## src/rtl/uart_tx_arbiter_if.sv

```systemverilog
// Bundles the requester handshake and the transmitter handshake of the
// uart_tx arbiter. Signal names follow the arbiter's point of view.
//   i_req       per-requester request level
//   i_data      requester k byte at [k*DATA_WIDTH +: DATA_WIDTH]
//   o_ack       one-cycle pulse, requester k byte sent
//   o_tx_start  start strobe to the transmitter
//   o_tx_data   byte to the transmitter
//   i_tx_done   done strobe from the transmitter
//   o_busy      transfer in progress
//   o_grant_id  index of current/last granted requester
//   o_timeout   one-cycle pulse when a transfer is aborted
// modport slave  : the arbiter
// modport master : the requesters/transmitter side (or a testbench)
interface uart_tx_arbiter_if #(
    parameter int N_REQ      = 4,
    parameter int DATA_WIDTH = 8
);
    localparam int ID_W = $clog2(N_REQ);

    logic [N_REQ-1:0]            i_req;
    logic [N_REQ*DATA_WIDTH-1:0] i_data;
    logic [N_REQ-1:0]            o_ack;
    logic                        o_tx_start;
    logic [DATA_WIDTH-1:0]       o_tx_data;
    logic                        i_tx_done;
    logic                        o_busy;
    logic [ID_W-1:0]             o_grant_id;
    logic                        o_timeout;

    modport slave (
        input  i_req, i_data, i_tx_done,
        output o_ack, o_tx_start, o_tx_data, o_busy, o_grant_id, o_timeout
    );

    modport master (
        output i_req, i_data, i_tx_done,
        input  o_ack, o_tx_start, o_tx_data, o_busy, o_grant_id, o_timeout
    );
endinterface

```

## src/rtl/uart_tx_arbiter.sv

```systemverilog
// Shares one uart_tx transmitter between N_REQ byte requesters. Grants one
// requester at a time in round-robin order, latches its byte, strobes the
// transmitter for one cycle and waits for its done pulse. The winner is acked,
// or a timeout pulse is raised if the transmitter never completes.
// Ports:
//   clk    system clock, all logic on posedge
//   reset  synchronous, active-high
//   bus    uart_tx_arbiter_if.slave (requester and transmitter handshakes)
// All outputs are registered.
//
// state   | meaning
// --------+----------------------------------------------------------
// S_IDLE  | no transfer; pick next requester, latch its byte
// S_ISSUE | o_tx_start high for this one cycle, load timeout counter
// S_WAIT  | wait for i_tx_done or timeout, o_tx_data held stable
module uart_tx_arbiter #(
    parameter int N_REQ          = 4,
    parameter int DATA_WIDTH     = 8,
    parameter int TIMEOUT_CYCLES = 262144
) (
    input  logic              clk,
    input  logic              reset,
    uart_tx_arbiter_if.slave  bus
);
    localparam int ID_W  = $clog2(N_REQ);
    localparam int CNT_W = $clog2(TIMEOUT_CYCLES);
    localparam logic [CNT_W-1:0] CNT_LOAD = CNT_W'(TIMEOUT_CYCLES - 1);
    localparam logic [ID_W-1:0]  LAST_RST = ID_W'(N_REQ - 1);

    typedef enum logic [1:0] {
        S_IDLE,
        S_ISSUE,
        S_WAIT
    } state_t;

    state_t                r_state;
    logic [CNT_W-1:0]      r_cnt;
    logic [ID_W-1:0]       r_last_grant;
    logic [ID_W-1:0]       r_grant;
    logic [N_REQ-1:0]      r_ack;
    logic                  r_tx_start;
    logic [DATA_WIDTH-1:0] r_tx_data;
    logic                  r_busy;
    logic                  r_timeout;

    logic                  w_found;
    logic [ID_W-1:0]       w_idx;
    logic [ID_W-1:0]       w_next_id;
    logic [DATA_WIDTH-1:0] w_next_data;

    // Round-robin search starting one past the last winner; the last winner
    // itself is visited last, so a held request cannot starve the others.
    always_comb begin
        w_found   = 1'b0;
        w_idx     = '0;
        w_next_id = r_last_grant;
        for (int off = 1; off <= N_REQ; off++) begin
            w_idx = ID_W'((int'(r_last_grant) + off) % N_REQ);
            if (!w_found && bus.i_req[w_idx]) begin
                w_found   = 1'b1;
                w_next_id = w_idx;
            end
        end
    end

    always_comb begin
        w_next_data = '0;
        for (int k = 0; k < N_REQ; k++) begin
            if (w_next_id == ID_W'(k)) begin
                w_next_data = bus.i_data[k*DATA_WIDTH +: DATA_WIDTH];
            end
        end
    end

    // The timeout counter runs down from TIMEOUT_CYCLES-1, so reaching zero
    // marks the TIMEOUT_CYCLES-th cycle spent in S_WAIT.
    always_ff @(posedge clk) begin
        if (reset) begin
            r_state      <= S_IDLE;
            r_cnt        <= '0;
            r_last_grant <= LAST_RST;
            r_grant      <= '0;
            r_ack        <= '0;
            r_tx_start   <= 1'b0;
            r_tx_data    <= '0;
            r_busy       <= 1'b0;
            r_timeout    <= 1'b0;
        end else begin
            r_tx_start <= 1'b0;
            r_ack      <= '0;
            r_timeout  <= 1'b0;
            case (r_state)
                S_IDLE: begin
                    if (w_found) begin
                        r_grant    <= w_next_id;
                        r_tx_data  <= w_next_data;
                        r_busy     <= 1'b1;
                        r_tx_start <= 1'b1;
                        r_state    <= S_ISSUE;
                    end
                end
                S_ISSUE: begin
                    r_cnt   <= CNT_LOAD;
                    r_state <= S_WAIT;
                end
                S_WAIT: begin
                    // done has priority over a coincident timeout
                    if (bus.i_tx_done) begin
                        r_ack        <= N_REQ'(1) << r_grant;
                        r_busy       <= 1'b0;
                        r_last_grant <= r_grant;
                        r_state      <= S_IDLE;
                    end else if (r_cnt == '0) begin
                        r_timeout    <= 1'b1;
                        r_busy       <= 1'b0;
                        r_last_grant <= r_grant;
                        r_state      <= S_IDLE;
                    end else begin
                        r_cnt <= r_cnt - CNT_W'(1);
                    end
                end
                default: r_state <= S_IDLE;
            endcase
        end
    end

    assign bus.o_ack      = r_ack;
    assign bus.o_tx_start = r_tx_start;
    assign bus.o_tx_data  = r_tx_data;
    assign bus.o_busy     = r_busy;
    assign bus.o_grant_id = r_grant;
    assign bus.o_timeout  = r_timeout;
endmodule

```

## src/flat_wrapper.sv

```systemverilog
// flat-port wrapper written by rule: the top's interface ports become plain ports
module uart_tx_arbiter_flat 
#(
    parameter int N_REQ          = 4,
    parameter int DATA_WIDTH     = 8,
    parameter int TIMEOUT_CYCLES = 262144
)
  (clk, reset, bus_i_req, bus_i_data, bus_i_tx_done, bus_o_ack, bus_o_tx_start, bus_o_tx_data, bus_o_busy, bus_o_grant_id, bus_o_timeout);
  uart_tx_arbiter_if #(.N_REQ(N_REQ), .DATA_WIDTH(DATA_WIDTH)) bus_i ();
  input  logic clk;
  input  logic reset;
  input wire logic [$bits(bus_i.i_req)-1:0] bus_i_req;
  input wire logic [$bits(bus_i.i_data)-1:0] bus_i_data;
  input wire logic [$bits(bus_i.i_tx_done)-1:0] bus_i_tx_done;
  output wire logic [$bits(bus_i.o_ack)-1:0] bus_o_ack;
  output wire logic [$bits(bus_i.o_tx_start)-1:0] bus_o_tx_start;
  output wire logic [$bits(bus_i.o_tx_data)-1:0] bus_o_tx_data;
  output wire logic [$bits(bus_i.o_busy)-1:0] bus_o_busy;
  output wire logic [$bits(bus_i.o_grant_id)-1:0] bus_o_grant_id;
  output wire logic [$bits(bus_i.o_timeout)-1:0] bus_o_timeout;
  assign bus_i.i_req = bus_i_req;
  assign bus_i.i_data = bus_i_data;
  assign bus_i.i_tx_done = bus_i_tx_done;
  assign bus_o_ack = bus_i.o_ack;
  assign bus_o_tx_start = bus_i.o_tx_start;
  assign bus_o_tx_data = bus_i.o_tx_data;
  assign bus_o_busy = bus_i.o_busy;
  assign bus_o_grant_id = bus_i.o_grant_id;
  assign bus_o_timeout = bus_i.o_timeout;
  uart_tx_arbiter #(.N_REQ(N_REQ), .DATA_WIDTH(DATA_WIDTH), .TIMEOUT_CYCLES(TIMEOUT_CYCLES)) u_core (.clk(clk), .reset(reset), .bus(bus_i));
endmodule
```

## config.mk

```make
export PLATFORM = sky130hd
export DESIGN_NAME = uart_tx_arbiter_flat
export DESIGN_NICKNAME = d
export VERILOG_FILES = /design/src/rtl/uart_tx_arbiter_if.sv /design/src/rtl/uart_tx_arbiter.sv /design/src/flat_wrapper.sv
export SDC_FILE = /design/constraint.sdc
export NUM_CORES = 1
export LEC_CHECK = 0
export BUFFER_PORTS_ARGS = -buffer_cell sky130_fd_sc_hd__buf_2
export CAP_MARGIN = 25
export CELL_PAD_IN_SITES_DETAIL_PLACEMENT = 1
export CELL_PAD_IN_SITES_GLOBAL_PLACEMENT = 2
export CORE_ASPECT_RATIO = 0.9
export CORE_UTILIZATION = 28
export DETAILED_ROUTE_END_ITERATION = 10
export GPL_TIMING_DRIVEN = 0
export PLACE_DENSITY = 0.7
export SLEW_MARGIN = 10
export SYNTH_ARGS = -nofsm -noshare
export SYNTH_HDL_FRONTEND = slang
export SYNTH_SLANG_ARGS = --single-unit
```

## constraint.sdc

```tcl
create_clock -name clk -period 5.8 [get_ports clk]
set_input_delay 0 -clock clk [delete_from_list [all_inputs] [get_ports clk]]
set_output_delay 0 -clock clk [all_outputs]
set_load 0.03 [all_outputs]
```

==> flow_metrics.tcl <==
set metrics [dict create \
    start_util_pct 28.9 \
    numCtsBuffers 5 \
    synthesis.nets 275 \
    hold_path_class "input port to register" \
    vias_per_cell 5.11 \
    final_cell_count_no_fill 392 \
    gp_congestion 0.769 \
    setup_slack_ns 3.34 \
    regToRegSetupSlack_ns 3.34 \
    timing.setup.tns_ns 0 \
    first_pass_iters 4 \
    rows 29 \
    grt_first_pass_wirelength_mm 10.4 \
    grt_max_degree 12 \
    finalWirelength_mm 6.31 \
    hold_violations 0 \
    seqPwrFrac_pct 45.5 \
    crit_arrival_ns 2.64 \
    fp.dieH_um 83.1 \
    wl_per_cell_um 16.1 \
    drc 0 \
    synth_area_leaders "dfxtp_1, mux2i_1, xnor2_1" \
    crit_start "u_core.r_cnt[0]" \
    setup_viol 0 \
    total_leakage_power_nw 1.03 \
    cts-root-buf "clkbuf_8" \
    fin_crit_sh_pct 42.5 \
    antennaDiodeCount 0 \
    nNetsFinal 338 \
    power_density_nw_per_um2 283 \
    finalPower_mw 0.714 \
    die_area_um2 7650 \
    antenna_found_initial 0 \
    rr_worst_depth 8 \
    min_period_ns 2.46 \
    endpoint "u_core.r_cnt[1]" \
    clkPwrFrac_pct 25.4 \
    outcome "complete, no violations" \
    synth_seq_area_share_pct 38.2 \
    critical_path_required_ns 5.97 \
    ys.flop_type "dfxtp_1" \
    grt-ovfl-total 0 \
    yosysUniqueCellTypes 43 \
    path_max_fanout 10 \
    post-place-ws_ns 3.41 \
    drtIter0Drc 46 \
    synth-edff-count 0 \
    first_global_vias 2032 \
    fp.dieW_um 92.1 \
    regToRegEndpoint "u_core.r_cnt[1]" \
    combinationalPowerShare_pct 29.1 \
    cp-start-kind "register" \
    ir_worst_vdd_uv 120 \
    internal_power_mw 0.465 \
    clkSlewWorstSetupHoldPaths_ns 0.08 \
    drv_cap 0 \
    via_count 2002 \
    drive_gt1_share_pct 22.7 \
    p_sw_mw 0.250 \
    drv_slew 0 \
    tightest_slew_ns 0.896 \
    path_class "register to register" \
    gr-usage-all-layers_pct 17.2 \
    cts.path.max_buffers 2 \
    critPathCaptureType "register" \
    hold_slack_ns 0.0110 \
    core_area_um2 7080 \
    syn-cell-area_um2 2050 \
    cts.sinks 39 \
    ys_seq_elements 39 \
    detail-route-antenna-nets 0 \
    clk_latency_ns 0.30 \
    synth_top_area_share_pct 38.2 \
    clock_skew_ns 0.00724 \
    max_freq_ghz 0.406 \
    synthArstFlopShare_pct 0 \
    hpwl_mm 4.78 \
    rsz0062_at_grt "false" \
    syn_area_per_cell_um2 8.71 \
    area_growth_pct 23.6 \
    ys_warn_count 0 \
    dp_cells 383 \
    syn_inst 235 \
    port_buffers 55 \
    cts_resized 0 \
    maxSlewHeadroom_pct 39.8 \
    r2r_start "u_core.r_cnt[0]" \
    htreeDepth 2 \
    yosys.area.top_type "dfxtp_1" \
    io_pins 56 \
    cts_tree "yes" \
    swShare_pct 35.0 \
]
## cell usage after synthesis, types with 2 or more instances
cell / instances
inv_1: 5
dfxtp_1: 39
nand2b_1: 3
a41o_1: 2
nand2_1: 17
or3_1: 4
and3_1: 4
nor2_1: 15
clkbuf_1: 9
a31oi_1: 2
a211oi_1: 5
xnor2_1: 12
a21oi_1: 17
mux2i_1: 11
and2_1: 2
nor4_1: 11
and4_1: 8
o211ai_1: 9
or2_2: 2
or4_1: 2
nor3b_1: 4
buf_1: 2
o21ai_0: 12
o31a_1: 8
nor2b_1: 5
nor3_1: 8
## power by group through the flow
stage               clock, mW  combinational (mW)  sequential, mW
floorplan                   0               0.122           0.349
global placement            0               0.205           0.330
detailed placement          0               0.208           0.331
CTS                     0.191               0.209           0.325
global route            0.201               0.229           0.330
finish                  0.182               0.208           0.325
## logic make-up (layout without fill, tap and decap cells)
logic type                 Yosys count  in the layout  synth area share, %
AOI/OAI and AO/OA                   65             65                 21.7
xor gates and xnor gates            12             12                 5.14
adders and majority gates            1              1                0.612
buffers and inverters               17             81                 3.18
DFF                                 39             39                 38.2
muxes                               11             11                 5.38
and+or+nand+nor                     90             90                 25.8
## cell type report
type	instances	area (um^2)
Buffer	12	46.3
Clock buffer	7	76.3
Clock inverter	1	5.00
Fill cell	876	4550
Inverter	5	18.8
Multi-Input combinational cell	179	1200
Sequential cell	39	781
Tap cell	93	116
Timing Repair Buffer	56	285
## sequential cells by signal, summed over array words and instances (netlist names)
name                   flops
u_core.bus.o_tx_data       8
u_core.bus.o_ack           4
u_core.r_state             2
u_core.bus.o_busy          1
u_core.r_last_grant        2
u_core.bus.o_timeout       1
u_core.bus.o_grant_id      2
u_core.r_cnt              18
u_core.bus.o_tx_start      1
## cells in the final DEF (no fill, tap or decap), types with 2 or more instances in the layout
cell type and n:
buf_2 56, dfxtp_1 39, nand2_1 17, a21oi_1 17, nor2_1 15, xnor2_1 12, o21ai_0 12, clkbuf_1 11
nor4_1 11, mux2i_1 11, o211ai_1 9, nor3_1 8, and4_1 8, o31a_1 8, inv_1 5, nor2b_1 5
a211oi_1 5, clkbuf_8 5, nor3b_1 4, or3_1 4, and3_1 4, nand2b_1 3, or2_2 2, or4_1 2
and2_1 2, a31oi_1 2, a41o_1 2, buf_1 2
## metal layers
layer	global-route usage (%)	up-vias	part of all wire [%]	routed length (um)
li1	-	1016	-	-
met1	24.4	936	51	3200
met2	26.1	43	43	2730
met3	3.75	7	4.9	312
met4	5.11	0	1.1	72
met5	0	-	0	0
## stage by stage
step | util (%) | instance area (um^2)
after floorplan | - | 2050
after global placement | 34.4 | 2440
after detailed placement | 34.4 | 2440
after CTS | 35.7 | 2530
after global routing | 35.7 | 2530
final | 35.7 | 2530
## how the worst min path moves through the flow
stage	to	depth (start not counted)	start	slack (ns)
after detailed placement	u_core.r_state[0]	2	reset	0.25
after CTS	u_core.bus.o_tx_data[7]	3	bus_i_data[15]	0.009
final	u_core.bus.o_tx_data[7]	3	bus_i_data[15]	0.01
after global routing	u_core.bus.o_tx_data[3]	3	bus_i_data[11]	0.04
after floorplan	u_core.r_state[0]	1	reset	0.1
after global placement	u_core.r_state[0]	2	reset	0.24
## critical path, stage by stage (launching register included)
cell,delay [ns]
dfxtp_1,0.35
inv_1,0.09
ha_1,0.17
nor3b_1,0.47
and2_1,0.21
clkbuf_1,0.39
nand2_1,0.23
a311oi_1,0.33
nor4_1,0.09
## what timing repair did
action	CTS	global route
hold buffers	1	0
hold endpoints to repair	1	0
buffers inserted	0	0
Power figures use the tool's default switching activity.
